File: src/rtl/cpu_mem_pkg.sv
// Shared types and defaults for the CPU data-memory path.
package cpu_mem_pkg;

    localparam int unsigned DEPTH_DEFAULT = 4;
    localparam int unsigned WORD_ADDR_W   = 30;

    // One buffered store: word address plus full data word.
    typedef struct packed {
        logic [WORD_ADDR_W-1:0] word_addr;
        logic [31:0]            data;
    } sb_entry_t;

endpackage

File: src/rtl/sb_forward_match.sv
// Store-to-load forwarding search: finds the youngest valid entry matching a word address.
module sb_forward_match
    import cpu_mem_pkg::*;
#(
    parameter int unsigned DEPTH = DEPTH_DEFAULT,
    parameter int unsigned PTR_W = $clog2(DEPTH)
) (
    input  sb_entry_t              entries [DEPTH],
    input  logic [DEPTH-1:0]       valid,
    input  logic [PTR_W-1:0]       tail,
    input  logic [WORD_ADDR_W-1:0] word_addr,
    output logic                   hit,
    output logic [31:0]            data
);

    // Walk oldest to youngest so the youngest match is the last one to win.
    always_comb begin
        logic [PTR_W-1:0] idx;
        idx  = '0;
        hit  = 1'b0;
        data = '0;
        for (int k = DEPTH; k >= 1; k--) begin
            idx = tail - PTR_W'(k);
            if (valid[idx] && (entries[idx].word_addr == word_addr)) begin
                hit  = 1'b1;
                data = entries[idx].data;
            end
        end
    end

endmodule

File: src/rtl/store_buffer.sv
// Write-posting store buffer: single-cycle CPU stores into a FIFO that drains over req/ack,
// with load forwarding from pending stores.
module store_buffer
    import cpu_mem_pkg::*;
#(
    parameter int unsigned DEPTH = DEPTH_DEFAULT,
    parameter int unsigned CNT_W = $clog2(DEPTH) + 1
) (
    input  logic        clk,
    input  logic        rst,
    input  logic [31:0] cpu_addr,
    input  logic [31:0] cpu_write_data,
    input  logic        cpu_read_en,
    input  logic        cpu_write_en,
    output logic [31:0] cpu_read_data,
    output logic [31:0] mem_read_addr,
    input  logic [31:0] mem_read_data,
    output logic        mem_write_req,
    output logic [31:0] mem_write_addr,
    output logic [31:0] mem_write_data,
    input  logic        mem_write_ack,
    output logic        full,
    output logic        empty,
    output logic        overflow
);

    localparam int unsigned PTR_W = $clog2(DEPTH);

    sb_entry_t        mem_q [DEPTH];
    logic [PTR_W-1:0] head_q, head_d;
    logic [PTR_W-1:0] tail_q, tail_d;
    logic [CNT_W-1:0] count_q, count_d;
    logic             overflow_q, overflow_d;
    logic             pop, push;
    logic [DEPTH-1:0] valid;
    logic             fwd_hit;
    logic [31:0]      fwd_data;

    assign empty          = (count_q == '0);
    assign full           = (count_q == CNT_W'(DEPTH));
    assign overflow       = overflow_q;
    assign mem_write_req  = !empty;
    assign mem_write_addr = {mem_q[head_q].word_addr, 2'b00};
    assign mem_write_data = mem_q[head_q].data;
    assign mem_read_addr  = cpu_addr;

    // A full buffer still accepts a store when the head drains in the same cycle.
    assign pop  = mem_write_req && mem_write_ack;
    assign push = cpu_write_en && (!full || pop);

    // Next-state for pointers, occupancy and the sticky drop flag.
    always_comb begin
        head_d     = head_q;
        tail_d     = tail_q;
        count_d    = count_q + CNT_W'(push) - CNT_W'(pop);
        overflow_d = overflow_q;
        if (pop) begin
            head_d = head_q + PTR_W'(1);
        end
        if (push) begin
            tail_d = tail_q + PTR_W'(1);
        end
        if (cpu_write_en && !push) begin
            overflow_d = 1'b1;
        end
    end

    // Control state register with synchronous reset.
    always_ff @(posedge clk) begin
        if (rst) begin
            head_q     <= '0;
            tail_q     <= '0;
            count_q    <= '0;
            overflow_q <= 1'b0;
        end else begin
            head_q     <= head_d;
            tail_q     <= tail_d;
            count_q    <= count_d;
            overflow_q <= overflow_d;
        end
    end

    // Entry storage; contents are meaningless outside the valid window, so no reset.
    always_ff @(posedge clk) begin
        if (push) begin
            mem_q[tail_q] <= '{word_addr: cpu_addr[31:2], data: cpu_write_data};
        end
    end

    // Entry i is valid when its distance from head is below the occupancy.
    always_comb begin
        logic [PTR_W-1:0] offset;
        offset = '0;
        valid  = '0;
        for (int i = 0; i < DEPTH; i++) begin
            offset   = PTR_W'(i) - head_q;
            valid[i] = (CNT_W'(offset) < count_q);
        end
    end

    sb_forward_match #(
        .DEPTH (DEPTH),
        .PTR_W (PTR_W)
    ) u_forward (
        .entries   (mem_q),
        .valid     (valid),
        .tail      (tail_q),
        .word_addr (cpu_addr[31:2]),
        .hit       (fwd_hit),
        .data      (fwd_data)
    );

    // Loads prefer the youngest pending store to the same word.
    always_comb begin
        cpu_read_data = mem_read_data;
        if (cpu_read_en && fwd_hit) begin
            cpu_read_data = fwd_data;
        end
    end

endmodule

File: config.mk
export PLATFORM = sky130hd
export DESIGN_NAME = store_buffer
export DESIGN_NICKNAME = d
export VERILOG_FILES = /design/src/rtl/cpu_mem_pkg.sv /design/src/rtl/sb_forward_match.sv /design/src/rtl/store_buffer.sv
export SDC_FILE = /design/constraint.sdc
export NUM_CORES = 1
export LEC_CHECK = 0
export CAP_MARGIN = 20
export CELL_PAD_IN_SITES_DETAIL_PLACEMENT = 1
export CELL_PAD_IN_SITES_GLOBAL_PLACEMENT = 2
export CORE_MARGIN = 4
export CORE_UTILIZATION = 31
export DETAILED_ROUTE_END_ITERATION = 10
export PLACE_DENSITY = 0.71
export SLEW_MARGIN = 20
export SYNTH_ARGS = -nofsm -noshare
export SYNTH_HDL_FRONTEND = slang
export SYNTH_SLANG_ARGS = --single-unit
File: constraint.sdc
create_clock -name clk -period 5.22 [get_ports clk]
set_input_delay 0.522 -clock clk [delete_from_list [all_inputs] [get_ports clk]]
set_output_delay 0.522 -clock clk [all_outputs]
set_load 0.01 [all_outputs]
* Word level (Yosys, flattened, before mapping)
Index checks and enable logic that the tools add are counted.
** Storage, ports and cells
- Bits in registers :: 256
- Latch bits :: 0
- Memory bits (writable) :: 0
- Bits in read-only memories :: 0
- Logic and storage cells :: 96
- Memories :: 0
** Cells by class
- Add/sub/neg operators :: 11
- $mul :: 0
- Div/mod/pow operators :: 0
- Magnitude comparators :: 14
- Equal/unequal tests :: 5
- Shifts and indexed selects :: 0
- Mux-type cells :: 35
- Bitwise gates (word level) :: 5
- Reductions and logical operators :: 14
** Operator list (count)
- 2-to-1 mux 62 bit :: 11
- binary-select mux 62 bit (select 2 bit) :: 5
- bitwise mux 248 bit :: 1
- 2-to-1 mux 32 bit :: 5
- demux 62 bit (select 2 bit) :: 1
- == test 30 bit :: 4
- greater-or-equal comparator 3 bit, second input constant :: 5
- NOT 2 -> 3 bit :: 5
- less-than comparator 2 x 3 -> 1 bit :: 4
- less-than comparator 2 x 3 -> 1 bit, second input constant :: 4
- logical AND 1 bit :: 9
- binary-select mux 1 bit (select 2 bit) :: 4
- 2-to-1 mux 1 bit :: 8
- adder 2 x 1 -> 2 bit, second input constant :: 2
- subtractor 1 x 2 -> 2 bit, first input constant :: 2
- subtractor 2 bit, first input constant :: 2
- subtractor 2 bit, second input constant :: 2
- adder 3 x 1 -> 3 bit :: 1
- == test 3 bit, second input constant :: 1
- zero test 1 bit :: 3
- zero test 3 bit :: 1
- less-than comparator 3 x 1 -> 1 bit, second input constant :: 1
- subtractor 3 x 1 -> 3 bit :: 1
- subtractor 2 x 1 -> 2 bit, second input constant :: 1
- logical OR 1 bit :: 1

* Depth between registers and ports, before layout
- Word-level depth :: 12
- Depth in mapped cells :: 18
- Gate-level depth less buffers :: 11

* Hierarchy
Synthesis repeated with hierarchy kept, for this count alone.
** Unflattened totals
- Cells, all modules :: 1412
- Area total of the unflattened synthesis :: 18541.5 um^2
** Modules (own cells, without submodules)
- store_buffer :: times used 1, cells each 465, area an instance 10212.3 um^2
- sb_forward_match :: times used 1, cells each 947, area an instance 8329.2 um^2

* Worst setup path after synthesis
No wires, ideal clock.
- Kind :: reg2out
- From :: register head_q[0]
- To :: output cpu_read_data[10]
- Data arrival time :: 3939 ps
- Data required time :: 4698 ps
- Setup slack :: 759 ps
- Cell stages (with the launch flop) :: 15
- Buffers on the path :: 5
- Cell sequence :: dfxtp_1 > clkbuf_1 > buf_1 > clkbuf_1 > clkbuf_1 > xnor2_1 > ha_1 > a21oi_1 > o31ai_1 > a2111oi_1 > o211ai_2 > o21ai_1 > o31a_4 > buf_8 > mux2_4
** On the way
- Longest elaborated chain between the ends :: 11
- Elaborated cells on any way between the ends :: 30
- Classes of those cells :: add/sub: 4; order compare: 4; mux: 17; reduce/logical: 5
** RTL lines
- from (decl) :: line store_buffer.sv:30 : logic [PTR_W-1:0] head_q, head_d;
- from (signal assigned) :: line store_buffer.sv:71 : head_q <= '0;
- from (signal assigned) :: line store_buffer.sv:76 : head_q <= head_d;
- subtractor 1 x 2 -> 2 bit / subtractor 2 bit (equally long branches) :: line store_buffer.sv:96 : offset = PTR_W'(i) - head_q;
- less-than comparator 2 x 3 -> 1 bit :: line store_buffer.sv:97 : valid[i] = (CNT_W'(offset) < count_q);
- binary-select mux 1 bit (select 2 bit) :: line sb_forward_match.sv:24 : if (valid[idx] && (entries[idx].word_addr == word_addr)) begin
- 2-to-1 mux 1 bit (implied by the code) :: line sb_forward_match.sv:24
- logical AND 1 bit :: line sb_forward_match.sv:24
- 2-to-1 mux 1 bit (4 in series) :: line sb_forward_match.sv:24
- logical AND 1 bit :: line store_buffer.sv:116 : if (cpu_read_en && fwd_hit) begin
- 2-to-1 mux 32 bit * :: line store_buffer.sv:116
- to (decl) :: line store_buffer.sv:15 : output logic [31:0] cpu_read_data,
Mark *: on every way between the ends. The rest lies on a longest branch, timed or not. The select of a mux whose other input is x is not followed.

* Worst setup path in the final report
- From :: register tail_q[0]
- To :: output cpu_read_data[3]
** On the way
- Longest elaborated chain between the ends :: 12
- Elaborated cells on any way between the ends :: 45
- Classes of those cells :: add/sub: 3; eq/ne: 4; mux: 29; bitwise: 4; reduce/logical: 5
** RTL lines
- from (decl) :: line store_buffer.sv:31 : logic [PTR_W-1:0] tail_q, tail_d;
- from (signal assigned) :: line store_buffer.sv:77 : tail_q <= tail_d;
- subtractor 2 bit / NOT 2 -> 3 bit (equally long branches) :: line sb_forward_match.sv:23, sb_forward_match.sv:24, sb_forward_match.sv:26
- NOT 2 -> 3 bit (implied by the code) / binary-select mux 62 bit (select 2 bit) (equally long branches) :: line sb_forward_match.sv:24, sb_forward_match.sv:26
- binary-select mux 62 bit (select 2 bit) / 2-to-1 mux 62 bit (equally long branches) :: line sb_forward_match.sv:24, sb_forward_match.sv:26
- 2-to-1 mux 62 bit (implied by the code) :: line sb_forward_match.sv:24
- 2-to-1 mux 62 bit (implied by the code) / == test 30 bit (equally long branches) :: line sb_forward_match.sv:24
- == test 30 bit / logical AND 1 bit (equally long branches) :: line sb_forward_match.sv:24
- logical AND 1 bit / 2-to-1 mux 1 bit (equally long branches) :: line sb_forward_match.sv:24
- 2-to-1 mux 1 bit (3 in series) :: line sb_forward_match.sv:24
- logical AND 1 bit :: line store_buffer.sv:116
- 2-to-1 mux 32 bit * :: line store_buffer.sv:116
Marks and branches as above.

==> run metrics <==
Worst slew margin=34.1%; Fmax achieved=196 MHz; reg2reg end=mem_q[41]; Synth Warn #=0; placed cell count=2106; initial antenna violation count=2; Post-Route Utilization=38.9%; Starting DRT DRC Count=741; H-tree Lvls=1; Final nets=1494; CTS max path bufs=3; Register-to-Register Path Depth=5; max-cap viol count=0; kind of critical path=flop to primary output; critical path cell sequence=inv_2 > ha_4 > buf_12 > mux4_2 > xnor2_4 > nand3_1 > nor4_2 > nand3_2 > o21ba_4 > buf_12 > buf_4 > nand2_1 > a31oi_1 > mux2_4 > clkdlybuf4s50_1; Slew Viols, Final=0; Setup crit start kind=flop; share of cells above drive strength 1=33.6%; most numerous cell in the Yosys netlist=mux4_2; Buf/Inv on CP=5; PD cells=388 nW/um^2; largest stage delay on the critical path=0.53 ns; Routed Antenna Nets=0; worst skew pair latency=0.60 ns; Post-Route WL=57300 um; Period minus WS final=5.09 ns; Worst R2R Start=tail_q[0]; dominant synthesized flop cell=edfxtp_1; final worst-path cycle share=97.6%; fin worst setup slack=0.126 ns; synth cell count leaders=mux4_2 (271), edfxtp_1 (248), xnor2_1 (113); CTS clock-pin slew for the worst setup and hold paths=0.06 ns; most frequent CP cell=buf_12; Worst R2R Setup Slack=2.10 ns; average routed wire per standard cell=26.3 um; Pre-antenna DRT Iters=5; flops & latches, synth=256; worst vdd rail ir drop=274 uV; post-synth top area cell=edfxtp_1; Non-Filler Instances=2180; CP delay by family, top=buffers and inverters; CP Data Required Time=4.70 ns; Synth Area per Inst=15.5 um^2; first-pass GRT wire length=83800 um; Hold Slack=0.476 ns; sequential fraction of the synthesis area=41.0%; synthesized instance count=1197; GRT Overall Usage=17.3%; final hold viol count=0; CTS tree=done; slew at the pin with the worst max-slew slack=0.988 ns; worst slack at placement=0.346 ns; Worst setup startpoint=tail_q[0]; CP Depth=15; status=finished clean; grt total ovfl=0; CP max-delay cell=clkdlybuf4s50_1; setup violators final=0; number of global-route vias before repair=12.7k; Final HPWL DP=38000 um; worst path arrival time=4.57 ns; CP endpoint kind=primary output; end of the critical path=cpu_read_data[3]; Vias/cell=5.61; layout filler cell count=5919; Chip Height=253 um; io pins=233; Mapped Area=18600 um^2; total power=8.91 mW; Die X=253 um; P_leak=7.05 nW; Initial Util=31.4%; Root Buffer=clkbuf_16; post-synthesis cell type count=60; port bufs=226; asr flop ratio synth=0%; P&R area growth vs syn=23.8%; largest net degree at the start of global routing=131; critical path fanouts, max=17; number of buffers created by CTS=31; EDFF count, synth=248; Core Area=59100 um^2; top cells by area, synth=edfxtp_1 (40%), mux4_2 (33%), xnor2_1 (5.3%); top-area cell type share of the netlist area=40.1%; Vias=12.2k; clk_skew=0.0248 ns; HP Class=flop to flop; global placement routability congestion=0.831; die area=63900 um^2; CTS sink cnt=256; antenna diode instance count=0; DRC=0; FP Rows=89
## what timing repair did
item / in CTS / in global routing
setup buffers: 2 / 10
gates resized for setup: 18 / 28
pin swaps: 2 / 10
endpoints found under the setup margin: 32 / 32
hold buffers: 0 / 0
gates cloned: 1 / 4
## worst min-delay path, cell delays in order (launching register included)
cell	delay, ns
dfxtp_1	0.33
a21oi_1	0.04
nor2_1	0.07
## per-stage QoR
stage / area [um^2] / setup TNS (ns)
after floorplan: 18600 / 0
after global placement: 21500 / 0
after detailed placement: 21500 / 0
after CTS: 22600 / -0.00320
after global routing: 23000 / -0.0106
final: 23000 / 0
## area by class of cell
type,instances,area (um^2),area share (%)
clock buffer,36,795,3.46
timing repair buffer,296,3070,13.4
multi-input combinational,791,10300,44.8
clock inverter,21,206,0.898
sequential,256,7620,33.2
inverter,7,26.3,0.114
tap,773,967,4.21
## worst min-delay path by stage
| stage | from | to | slack, ns | cells past startpoint |
|---|---|---|---|---|
| 2_1_floorplan | overflow | overflow | 0.50 | 2 |
| 3_3_place_gp | overflow | overflow | 0.46 | 2 |
| 3_5_place_dp | overflow | overflow | 0.47 | 2 |
| 4_1_cts | overflow | overflow | 0.48 | 2 |
| 5_1_grt | overflow | overflow | 0.53 | 2 |
| 6_report | overflow | overflow | 0.48 | 2 |
## registers in the layout (all words and copies together), names as in the netlist
| register | flops |
|---|---|
| tail_q | 2 |
| mem_q | 248 |
| overflow | 1 |
| count_q | 3 |
| head_q | 2 |
## power breakdown
part | internal, mW | switching [mW] | total (mW)
combinational | 2.19 | 1.89 | 4.08
sequential | 2.48 | 0.210 | 2.69
clock | 1.28 | 0.867 | 2.14
total | 5.94 | 2.97 | 8.91
## cell families (layout without fill, tap and decap cells)
kind of cell,count (synthesis),count (layout),share of synthesized area [%]
muxes,356,356,38.3
other,1,2,0.0202
buffers and inverters,152,360,5.04
xor gates and xnor gates,140,140,6.61
adders and majority gates,10,10,0.714
DFF,256,256,41.0
AOI/OAI and AO/OA,99,100,3.50
and+or+nand+nor,183,183,4.89
## cells in the final DEF (no fill, tap or decap), types with 14 or more instances in the layout
cell / instances
buf_4: 51
mux2i_1: 48
a21oi_1: 40
mux2_4: 29
xnor2_1: 97
nand3_1: 37
clkbuf_16: 34
a31oi_1: 30
nand4_1: 17
edfxtp_1: 248
nand2_1: 43
xor2_1: 27
nor2_1: 44
xnor2_2: 14
mux4_2: 271
clkdlybuf4s50_1: 225
## layer usage
| metal | up-vias | global-route usage, % | wire length [um] |
|---|---|---|---|
| met1 | 6479 | 22.2 | 23400 |
| met3 | 64 | 2.58 | 3140 |
| met2 | 399 | 31.1 | 29700 |
| li1 | 5294 | - | - |
| met4 | 4 | 3.55 | 1060 |
| met5 | - | 0 | 25 |
(Power assumes the default switching activity.)
